## src/rtl/generic_csa_tree.sv

```systemverilog
// generic_csa_tree: pipelined multi-operand 3:2 carry-save reduction tree with optional registered final adder.
module generic_csa_tree #(
  parameter int DW_A      = 10,
  parameter int DW_B      = 10,
  parameter int N_OP      = 8,
  parameter int PIPE_LVL  = 1,
  parameter int FINAL_ADD = 1
) (
  input  logic                           clk,
  input  logic                           rst,
  input  logic                           i_in_valid,
  output logic                           o_in_ready,
  input  logic [N_OP*(DW_A+DW_B)-1:0]    i_in_ops,
  output logic                           o_out_valid,
  input  logic                           i_out_ready,
  output logic [DW_A+DW_B-1:0]           o_csa_s,
  output logic [DW_A+DW_B-1:0]           o_csa_c,
  output logic [DW_A+DW_B-1:0]           o_sum_out
);
  localparam int W = DW_A + DW_B;
  function automatic int f_rows(input int k);
    int n;
    n = N_OP;
    for (int i = 0; i < k; i++) n = 2 * (n / 3) + n % 3;
    return n;
  endfunction
  function automatic int f_levels();
    int n, l;
    n = N_OP;
    l = 0;
    for (int i = 0; i < 16; i++) if (n > 2) begin n = 2 * (n / 3) + n % 3; l++; end
    return l;
  endfunction
  function automatic logic [W-1:0] f_carry(input logic [W-1:0] a, b, c);
    logic [W-1:0] m;
    m = (a & b) | (a & c) | (b & c);
    return {m[W-2:0], 1'b0};
  endfunction
  localparam int L = f_levels();
  if (N_OP < 3 || N_OP > 16) begin : g_bad
    $error("generic_csa_tree: N_OP must be within 3..16");
  end
  logic [N_OP-1:0][W-1:0] w_lv [0:L];
  logic                   w_v  [0:L];
  logic                   w_adv;
  assign w_adv      = !o_out_valid | i_out_ready;
  assign o_in_ready = w_adv;
  assign w_lv[0]    = i_in_ops;
  assign w_v[0]     = i_in_valid;
  for (genvar k = 1; k <= L; k++) begin : g_lvl
    localparam int NI = f_rows(k - 1);
    localparam int NG = NI / 3;
    logic [N_OP-1:0][W-1:0] w_nx;
    always_comb begin
      w_nx = '0;
      for (int g = 0; g < NG; g++) begin
        w_nx[2*g]   = w_lv[k-1][3*g] ^ w_lv[k-1][3*g+1] ^ w_lv[k-1][3*g+2];
        w_nx[2*g+1] = f_carry(w_lv[k-1][3*g], w_lv[k-1][3*g+1], w_lv[k-1][3*g+2]);
      end
      for (int j = 0; j < NI % 3; j++) w_nx[2*NG+j] = w_lv[k-1][3*NG+j];
    end
    if (k == L || (PIPE_LVL > 0 && k % PIPE_LVL == 0)) begin : g_reg
      logic [N_OP-1:0][W-1:0] r_d;
      logic                   r_v;
      always_ff @(posedge clk) begin
        if (rst) begin
          r_d <= '0;
          r_v <= 1'b0;
        end else if (w_adv) begin
          r_d <= w_nx;
          r_v <= w_v[k-1];
        end
      end
      assign w_lv[k] = r_d;
      assign w_v[k]  = r_v;
    end else begin : g_comb
      assign w_lv[k] = w_nx;
      assign w_v[k]  = w_v[k-1];
    end
  end
  if (FINAL_ADD != 0) begin : g_add
    logic [W-1:0] r_s, r_c, r_sum;
    logic         r_v;
    always_ff @(posedge clk) begin
      if (rst) begin
        r_s   <= '0;
        r_c   <= '0;
        r_sum <= '0;
        r_v   <= 1'b0;
      end else if (w_adv) begin
        r_s   <= w_lv[L][0];
        r_c   <= w_lv[L][1];
        r_sum <= w_lv[L][0] + w_lv[L][1];
        r_v   <= w_v[L];
      end
    end
    assign o_csa_s     = r_s;
    assign o_csa_c     = r_c;
    assign o_sum_out   = r_sum;
    assign o_out_valid = r_v;
  end else begin : g_noadd
    assign o_csa_s     = w_lv[L][0];
    assign o_csa_c     = w_lv[L][1];
    assign o_sum_out   = '0;
    assign o_out_valid = w_v[L];
  end
endmodule

```

## config.mk

```make
export PLATFORM = sky130hd
export DESIGN_NAME = generic_csa_tree
export DESIGN_NICKNAME = d
export VERILOG_FILES = /design/src/rtl/generic_csa_tree.sv
export SDC_FILE = /design/constraint.sdc
export NUM_CORES = 1
export LEC_CHECK = 0
export CAP_MARGIN = 20
export CORE_MARGIN = 3
export CORE_UTILIZATION = 49
export CTS_CLUSTER_SIZE = 24
export DETAILED_ROUTE_END_ITERATION = 7
export PLACE_DENSITY = 0.76
export SYNTH_ARGS = -nofsm -noshare
export SYNTH_HDL_FRONTEND = slang
export SYNTH_SLANG_ARGS = --single-unit
```

## constraint.sdc

```tcl
create_clock -name clk -period 1.8 [get_ports clk]
set_input_delay 0.18 -clock clk [delete_from_list [all_inputs] [get_ports clk]]
set_output_delay 0.18 -clock clk [all_outputs]
set_load 0.03 [all_outputs]
```

==> key figures, run 1 <==
Logic synthesis
  – Mapped cell area: 0.0154 mm2
  – YS warnings: 0
  – XOR/XNOR Fraction of Synth Area: 0.798%
  – Most frequent cell after synthesis: nand2_1
  – Synth Flop Type: dfxtp_1
  – Synth unique cells: 59
  – EDFF count, synth: 0
  – Adder-cell share of the synthesized area: 16.1%
  – Main combinational cell family by area after synthesis: simple AND/OR/NAND/NOR gates
  – Synth top area cells: dfxtp_1 (46%), nand2_1 (17%), fa_1 (14%)
  – Syn Area/Cell: 8.62 um2
  – FF+latch count, synth: 353
  – Seq/Total Area, Yosys: 46.0%
  – Commonest cells in the netlist: nand2_1 (683), a21oi_1 (354), dfxtp_1 (353), fa_1 (111), clkbuf_1 (88)
  – Synth Area in Simple Gates: 18.7%
  – Yosys top cell area share: 46.0%
  – Multiplexer share of the synthesized area: 0%
  – Post-synthesis instance total: 1783
  – Post-synthesis compound-gate area fraction: 14.6%
  – Ys async rst share: 0%
  – Synth area leader: dfxtp_1

Timing
  – Fin. Hold Viols: 0
  – Period utilisation layout: 105%
  – Clock Skew: 0.0124 ns
  – Crit path time final: 1.89 ns
  – Setup TNS: -0.343 ns
  – Slew Limit Headroom: 38.9%
  – Slew Viols, Final: 0
  – Worst-margin pin slew: 0.916 ns
  – Max frequency: 529 MHz
  – RSZ-0062 raised after global routing: true
  – Setup ws final: -0.0895 ns
  – Final setup violation count: 8

Finish
  – # diodes: 0
  – Final net count: 2333
  – Fin util: 65.7%
  – Layout cell share with drive strength beyond 1: 11.4%
  – Final Non-Filler Cells: 2464
  – P&R area growth vs syn: 31.5%
  – Design Area, Final: 0.0202 mm2

GRT
  – Total GRT Usage: 24.4%
  – First-pass GRT wire length: 66.4 mm
  – Vias in the first global route: 13022
  – Largest net degree at the start of global routing: 197
  – Initial antenna violation count: 0
  – Aggregate global routing overflow: 0

Routing
  – Routed WL per cell: 16.8 um
  – Via count: 12938
  – DR pass1 iterations: 6
  – DR DRC count: 0
  – Routed wire length: 41.3 mm
  – Post-route ant nets: 0
  – Vias per cell: 5.25
  – Initial drt markers: 1018

Placed design
  – Placed cell areas: 0.0186 mm2
  – Placed cells: 2393
  – Port buffer count: 223
  – HPWL after detailed placement: 29.8 mm
  – Placer congestion estimate: 0.873

Setup path
  – CP arrival: 2.30 ns
  – WP buf/inv: 2
  – Crit path largest cell delay: 0.34 ns
  – Setup Crit Path Kind: flip-flop to flip-flop
  – CP cell instances: ha_4, inv_2, fa_2, nor2b_4, o21ai_4, buf_6, a21oi_2, or3_1, a32o_1
  – CP max stage cell: dfxtp_2
  – Worst-path maximum fanout: 4
  – Critical Path RT: 2.21 ns
  – Reg-to-reg setup timing slack: -0.09 ns
  – Critical path capture point type: flip-flop
  – Type of origin of the critical path: flip-flop
  – CP delay by family, top: compound AO/OA/AOI/OAI gates

Clock tree
  – CTS tree: built
  – Clock Root Buffer: clkbuf_16
  – Post-CTS Hold Fix Bufs: 0
  – CTS buffer count: 38
  – Skew-Pair Late Insertion Delay: 0.53 ns
  – TritonCTS sink count: 353
  – # H-tree levels: 2
  – Reg clk slew, reported paths: 0.06 ns
  – Clk buf depth: 3

Power and ir drop
  – Leak: 8.16 nW
  – PD cells: 991 mW/mm2
  – VDD IR-drop max: 0.000673 V
  – Design Power: 0.0200 W

Floorplanning
  – Die area: 0.0335 mm2
  – IO Pins: 226
  – Core area: 0.0307 mm2
  – Initial Util: 50.0%
  – Chip Width: 183 um
  – Die Y: 183 um
  – Num rows: 64

Status
  – Violated checks: negative setup slack
  – Status: complete, but fails checks

Hold path
  – Hold WC Path Type: input pin to flip-flop

Run
  – Max_cap viols: 0
-- cell usage in the layout, fill, tap and decap left out, types with 8 or more instances in the layout --
| cell type | n |
|---|---|
| a21oi_1 | 349 |
| nand2_1 | 683 |
| clkbuf_16 | 39 |
| buf_4 | 100 |
| xnor2_1 | 14 |
| clkbuf_8 | 9 |
| fa_1 | 110 |
| ha_1 | 8 |
| dlymetal6s2s_1 | 8 |
| dfxtp_1 | 340 |
| clkbuf_1 | 8 |
| nor2_1 | 8 |
| dfxtp_2 | 13 |
| buf_12 | 12 |
| a21o_1 | 8 |
| clkdlybuf4s50_1 | 211 |
| ha_4 | 10 |
| nand3_1 | 13 |
-- path summary, 6_finish.rpt --
check,startpoint,end,cells after the start
max,g_lvl[4].g_reg.r_d[2],o_sum_out[10],9
min,rst,o_csa_c[18],3
max reg2reg,g_lvl[4].g_reg.r_d[2],o_sum_out[10],9
min reg2reg,g_lvl[4].g_reg.r_d[1],g_lvl[4].g_reg.r_d[1],2
-- registers in the layout, indices dropped and copies added, names as in the netlist --
register / cells
g_lvl.g_reg.r_d: 292
o_csa_c: 18
o_csa_s: 20
g_lvl.g_reg.r_v: 4
o_out_valid: 1
o_sum_out: 18
-- layer usage --
layer | track usage (%) | vias up | share of wire, %
met3 | 2.98 | 61 | 4.7
met2 | 43.0 | 362 | 50
met5 | 0 | - | 0
met4 | 6.22 | 0 | 2.4
met1 | 32.1 | 6182 | 43
li1 | - | 6333 | -
-- through the flow --
step,setup slack [ns],hold WS [ns]
after floorplan,-0.0126,0.320
after CTS,-0.0875,0.147
final,-0.0895,0.186
after global placement,-0.196,0.439
after detailed placement,-0.206,0.446
after global routing,-0.166,0.196
-- where the power goes --
part	internal, W	switching [W]	total [W]
clock	0.00497	0.00323	0.00820
combinational	0.00140	0.00144	0.00284
sequential	0.00846	0.000522	0.00899
total	0.0148	0.00519	0.0200
-- cell families (layout without fill, tap and decap cells) --
group,count (synthesis),count (layout)
xor gates and xnor gates,14,14
DFF,353,353
adders and majority gates,131,131
and+or+nand+nor,737,737
buffers and inverters,133,417
other,1,2
AOI/OAI and AO/OA,414,414
-- worst min-delay path: stages --
cell and delay, ns:
buf_8 0.11, buf_4 0.23, a21oi_1 0.14
-- what timing repair did --
item	in CTS	in global routing
endpoints found under the setup margin	16	22
resized for setup	33	26
pin swaps	13	12
buffers inserted	1	0
-- cell type report --
cell class	count	area (um2)
clock buffer	56	1130
clock inverter	14	203
fill	2511	10500
inverter	9	46.3
multi-input combinational	1298	7980
sequential	353	7080
tap	396	495
timing repair buffer	338	3270
Power figures use the tool's default switching activity.
==> run 2: changes to the inputs <==
--- a/config.mk
+++ b/config.mk
@@ -6,6 +6,7 @@
 export NUM_CORES = 1
 export LEC_CHECK = 0
 export CAP_MARGIN = 20
+export CORE_ASPECT_RATIO = 1.1
 export CORE_MARGIN = 3
 export CORE_UTILIZATION = 49
 export CTS_CLUSTER_SIZE = 24
==> key figures, run 2 (synthesized netlist as in run 1, its figures left out) <==
Setup path
  – Crit path largest cell delay: 0.37 ns
  – Critical R2R Launch: g_lvl[4].g_reg.r_d[2]
  – Worst setup path end: o_sum_out[6]
  – CP arrival: 2.35 ns
  – Critical path capture point type: flip-flop
  – FF-to-FF End: o_sum_out[6]
  – Reg-to-reg setup timing slack: -0.11 ns
  – Type of origin of the critical path: flip-flop
  – CP cell instances: ha_4, inv_2, fa_2, nor2b_4, buf_6, o21a_1, nor3_1, or3b_4, a21oi_2
  – Worst setup startpoint: g_lvl[4].g_reg.r_d[2]
  – Setup Crit Path Kind: flip-flop to flip-flop
  – Reg2Reg Depth: 9
  – CP max stage cell: or3b_4
  – Worst-path maximum fanout: 2
  – Critical Path RT: 2.24 ns

Timing
  – RSZ-0062 raised after global routing: true
  – Fin. Hold Viols: 0
  – Setup ws final: -0.109 ns
  – Crit path time final: 1.91 ns
  – Slew Viols, Final: 0
  – Final setup violation count: 8
  – Max frequency: 524 MHz
  – Setup TNS: -0.377 ns
  – Slew Limit Headroom: 29.4%
  – Clock Skew: 0.00594 ns
  – Period utilisation layout: 106%
  – Worst-margin pin slew: 1.06 ns

Run
  – Max_cap viols: 0

Routing
  – Initial drt markers: 856
  – Post-route ant nets: 0
  – Vias per cell: 5.20
  – DR pass1 iterations: 6
  – Via count: 12836
  – Routed wire length: 39.9 mm
  – Routed WL per cell: 16.1 um
  – DR DRC count: 0

Floorplanning
  – Die area: 0.0335 mm2
  – Core area: 0.0307 mm2
  – Die Y: 192 um
  – Chip Width: 175 um
  – Initial Util: 50.1%
  – Num rows: 67
  – IO Pins: 226

GRT
  – Largest net degree at the start of global routing: 149
  – Total GRT Usage: 23.4%
  – Aggregate global routing overflow: 0
  – Vias in the first global route: 12672
  – Initial antenna violation count: 4
  – First-pass GRT wire length: 64.0 mm

Finish
  – Leading cell type in the layout, fill and taps excluded: nand2_1
  – Layout cell share with drive strength beyond 1: 11.1%
  – Biggest register: g_lvl.g_reg.r_d
  – Max FFs per register: 292
  – Most frequent cells in the layout: nand2_1 (683), a21oi_1 (348), dfxtp_1 (335)
  – Final net count: 2323
  – Fin util: 65.5%
  – P&R area growth vs syn: 30.7%
  – Fill count: 2561

Status
  – Status: complete, but fails checks
  – Violated checks: negative setup slack

Power and ir drop
  – Leak: 7.95 nW
  – PD cells: 949 mW/mm2
  – VDD IR-drop max: 0.000581 V

Placed design
  – HPWL after detailed placement: 29.3 mm
  – Placer congestion estimate: 0.839
  – Port buffer count: 223

Hold path
  – Hold WC Path Type: input pin to flip-flop

Clock tree
  – Reg clk slew, reported paths: 0.06 ns
  – # H-tree levels: 2
  – CTS tree: built
  – TritonCTS sink count: 353
  – Post-CTS Hold Fix Bufs: 0
  – Skew-Pair Late Insertion Delay: 0.50 ns
  – CTS buffer count: 36
  – Clock Root Buffer: clkbuf_16
  – Clk buf depth: 3
## run 2: changes by cell type in the layout (fill, tap and decap cells not counted), sizes merged
cell,before,now
clkinvlp,4,0
clkdlybuf4s50,211,218
clkbuf,57,54
inv,11,8
buf,116,109
bufinv,4,2
diode,0,4
dlygate4sd2,2,1
clkinv,4,7
dlymetal6s2s,8,2
## run 2: layout make-up
type	count	area, um2	share of cell area, %
diodes	4	10.0	0.0498
clock inverters	8	90.1	0.449
multi-input cells	1298	8050	40.1
repair buffers	330	3210	16.0
well taps	414	518	2.58
flip-flops and latches	353	7090	35.3
clock buffers	54	1070	5.33
inverters	9	46.3	0.231
## run 2: worst min path at each step
stage,startpoint,endpoint,slack [ns],cells after the start
2_1_floorplan,i_in_ops[140],g_lvl[1].g_reg.r_d[100],0.32,2
3_3_place_gp,o_csa_s[4],o_csa_s[4],0.44,2
3_5_place_dp,o_csa_s[6],o_csa_s[6],0.44,2
4_1_cts,rst,o_sum_out[6],0.12,3
5_1_grt,rst,o_sum_out[4],0.16,3
6_report,rst,o_sum_out[4],0.13,3
## run 2: stage by stage
step           setup slack, ns  hold slack, ns  cells  total power (W)  cell area, um2
2_1_floorplan          -0.0126           0.320   1784           0.0105           15400
3_3_place_gp            -0.131           0.439   2399           0.0118           18600
3_5_place_dp            -0.189           0.444   2399           0.0118           18600
4_1_cts                -0.0926           0.120   2463           0.0192           19900
5_1_grt                 -0.197           0.155   2469           0.0199           20100
6_report                -0.109           0.130   2470           0.0191           20100
## run 2: repair_timing
action / 4_1_cts / 5_1_grt
pin swaps: 11 / 11
setup endpoints to repair: 12 / 15
gates cloned: 0 / 0
gates resized for setup: 21 / 37
buffers inserted: 2 / 3
## run 2: worst max-delay path: cells and delay by family, from the launching register on
kind            cells  cell delay [ns]
compound gates      2             0.24
flops               1             0.35
buf+inv             2             0.16
simple gates        3             0.59
fa+ha+maj           2             0.51
## run 2: where the power goes
group          switching, W  internal (W)  total [W]
registers          0.000511       0.00847    0.00898
clock network       0.00291       0.00438    0.00729
logic               0.00141       0.00140    0.00281
## run 2: metal layers
metal  wire [um]  up-vias  share of wire, %  global-route usage, %
met5           0        -                 0                      0
met2       20000      353                50                   41.0
met1       16500     6095                41                   29.5
li1            -     6313                 -                      -
met4        1360        0               3.4                   8.62
met3        1970       75               4.9                   3.56
==> run 3: changes to the inputs <==
--- a/config.mk
+++ b/config.mk
@@ -6,7 +6,7 @@
 export NUM_CORES = 1
 export LEC_CHECK = 0
 export CAP_MARGIN = 20
-export CORE_ASPECT_RATIO = 1.1
+export CORE_ASPECT_RATIO = 1.5
 export CORE_MARGIN = 3
 export CORE_UTILIZATION = 49
 export CTS_CLUSTER_SIZE = 24
==> key figures, run 3 (synthesized netlist as in run 1, its figures left out) <==
Setup path
  – Crit path largest cell delay: 0.35 ns
  – Setup Crit Path Kind: flip-flop to flip-flop
  – Critical path capture point type: flip-flop
  – Critical Path RT: 2.23 ns
  – CP cell instances: ha_4, inv_2, fa_2, nor2b_4, o21ai_4, buf_6, a21o_1, o211ai_1, o311ai_1
  – Worst-path maximum fanout: 4
  – WP buf/inv: 2
  – CP arrival: 2.38 ns
  – Type of origin of the critical path: flip-flop
  – CP max stage cell: dfxtp_2
  – CP delay by family, top: compound AO/OA/AOI/OAI gates

Clock tree
  – Clk buf depth: 3
  – CTS tree: built
  – CTS buffer count: 31
  – TritonCTS sink count: 353
  – Skew-Pair Late Insertion Delay: 0.57 ns
  – Clock Root Buffer: clkbuf_16
  – Reg clk slew, reported paths: 0.07 ns
  – # H-tree levels: 1

Placed design
  – Port buffer count: 223
  – Pre-CTS setup slack: -0.194 ns
  – Placer congestion estimate: 0.874
  – HPWL after detailed placement: 29.4 mm

GRT
  – Initial antenna violation count: 4
  – Aggregate global routing overflow: 0
  – Largest net degree at the start of global routing: 224
  – Total GRT Usage: 23.6%
  – Vias in the first global route: 12542
  – First-pass GRT wire length: 63.6 mm

Floorplanning
  – Initial Util: 50.3%
  – Num rows: 78
  – Die Y: 223 um
  – Die area: 0.0336 mm2
  – Chip Width: 151 um
  – Core area: 0.0305 mm2
  – IO Pins: 226

Finish
  – Leading cell type in the layout, fill and taps excluded: nand2_1
  – Biggest register: g_lvl.g_reg.r_d
  – Layout cell share with drive strength beyond 1: 11.0%
  – P&R area growth vs syn: 30.4%
  – Max FFs per register: 292
  – Most frequent cells in the layout: nand2_1 (683), a21oi_1 (348), dfxtp_1 (338)
  – Final net count: 2324

Power and ir drop
  – PD cells: 921 mW/mm2
  – Design Power: 0.0185 W
  – VDD IR-drop max: 0.000860 V
  – Leak: 8.32 nW

Timing
  – Period utilisation layout: 108%
  – Worst-margin pin slew: 1.07 ns
  – Slew Viols, Final: 0
  – Clock Skew: 0.0121 ns
  – Crit path time final: 1.94 ns
  – Final setup violation count: 11
  – Fin. Hold Viols: 0
  – Max frequency: 514 MHz
  – Setup ws final: -0.144 ns
  – RSZ-0062 raised after global routing: true
  – Slew Limit Headroom: 28.5%

Routing
  – Post-route ant nets: 0
  – DR DRC count: 0
  – Via count: 12692
  – Vias per cell: 5.17
  – Routed wire length: 40.2 mm
  – DR pass1 iterations: 5
  – Initial drt markers: 895
  – Routed WL per cell: 16.4 um

Status
  – Status: complete, but fails checks
  – Violated checks: negative setup slack

Run
  – Max_cap viols: 0

Hold path
  – Hold WC Path Type: input pin to flip-flop
[run 3: cell count changes in the layout (fill, tap and decap cells not counted), moves of 4 or more]
| cell | before | now |
|---|---|---|
| clkdlybuf4s50_1 | 218 | 189 |
| dlymetal6s2s_1 | 2 | 23 |
| dlygate4sd2_1 | 1 | 9 |
| clkbuf_16 | 37 | 31 |
| clkbuf_1 | 9 | 5 |
| dfxtp_2 | 18 | 14 |
[run 3: layout make-up]
cell class / count / area, um2
fill: 2517 / 10500
tap: 400 / 500
clock inverter: 9 / 123
multi-input combinational: 1298 / 8010
timing repair buffer: 336 / 3350
antenna: 4 / 10.0
clock buffer: 44 / 905
sequential: 353 / 7090
inverter: 9 / 46.3
[run 3: routing by layer]
| layer | part of all wire [%] | track usage [%] | vias to the layer above | wire [um] |
|---|---|---|---|---|
| li1 | - | - | 6305 | - |
| met1 | 39 | 28.3 | 6011 | 15800 |
| met2 | 52 | 41.8 | 302 | 20900 |
| met3 | 3.9 | 2.40 | 74 | 1570 |
| met4 | 4.9 | 11.3 | 0 | 1980 |
| met5 | 0 | 0 | - | 0 |
[run 3: metrics by stage]
step / area [um2] / setup TNS [ns] / utilization (%) / std cells / hold slack [ns]
after floorplan: 15400 / -0.0126 / - / 1784 / 0.320
after global placement: 18600 / -0.739 / 61.0 / 2387 / 0.431
after detailed placement: 18600 / -1.13 / 61.0 / 2387 / 0.433
after CTS: 19800 / -0.477 / 64.9 / 2443 / 0.144
after global routing: 20000 / -1.45 / 65.6 / 2453 / 0.166
final: 20000 / -0.584 / 65.6 / 2453 / 0.165
[run 3: worst reg2reg max path: stages (launching register included)]
cell and delay (ns):
dfxtp_2 0.35, ha_4 0.14, inv_2 0.03, fa_2 0.35, nor2b_4 0.17, o21ai_4 0.11
buf_6 0.14, a21o_1 0.20, o211ai_1 0.20, o311ai_1 0.12
[run 3: repair_timing]
item / CTS / global route
gates resized for setup: 41 / 48
buffers inserted: 3 / 6
endpoints found under the hold margin: 11 / 0
setup endpoints to repair: 22 / 37
pin swaps: 14 / 29
hold buffers: 1 / 0
gates cloned: 0 / 0
[run 3: final timing paths]
path                            endpoint  depth (start not counted)              startpoint  slack (ns)
hold reg to reg              o_csa_c[11]                          2             o_csa_c[11]        0.45
setup / recovery           o_sum_out[18]                          9  g_lvl[4].g_reg.r_d[22]       -0.14
setup reg to reg           o_sum_out[18]                          9  g_lvl[4].g_reg.r_d[22]       -0.14
hold / removal    g_lvl[1].g_reg.r_d[83]                          3           i_in_ops[123]        0.16
[run 3: power by group]
group          switching (W)  leakage, nW  total, W  internal (W)
Clock                0.00283        0.508   0.00672       0.00389
Sequential          0.000515         2.91   0.00897       0.00846
Combinational        0.00138         4.90   0.00276       0.00138
Total                0.00472         8.32    0.0185        0.0137
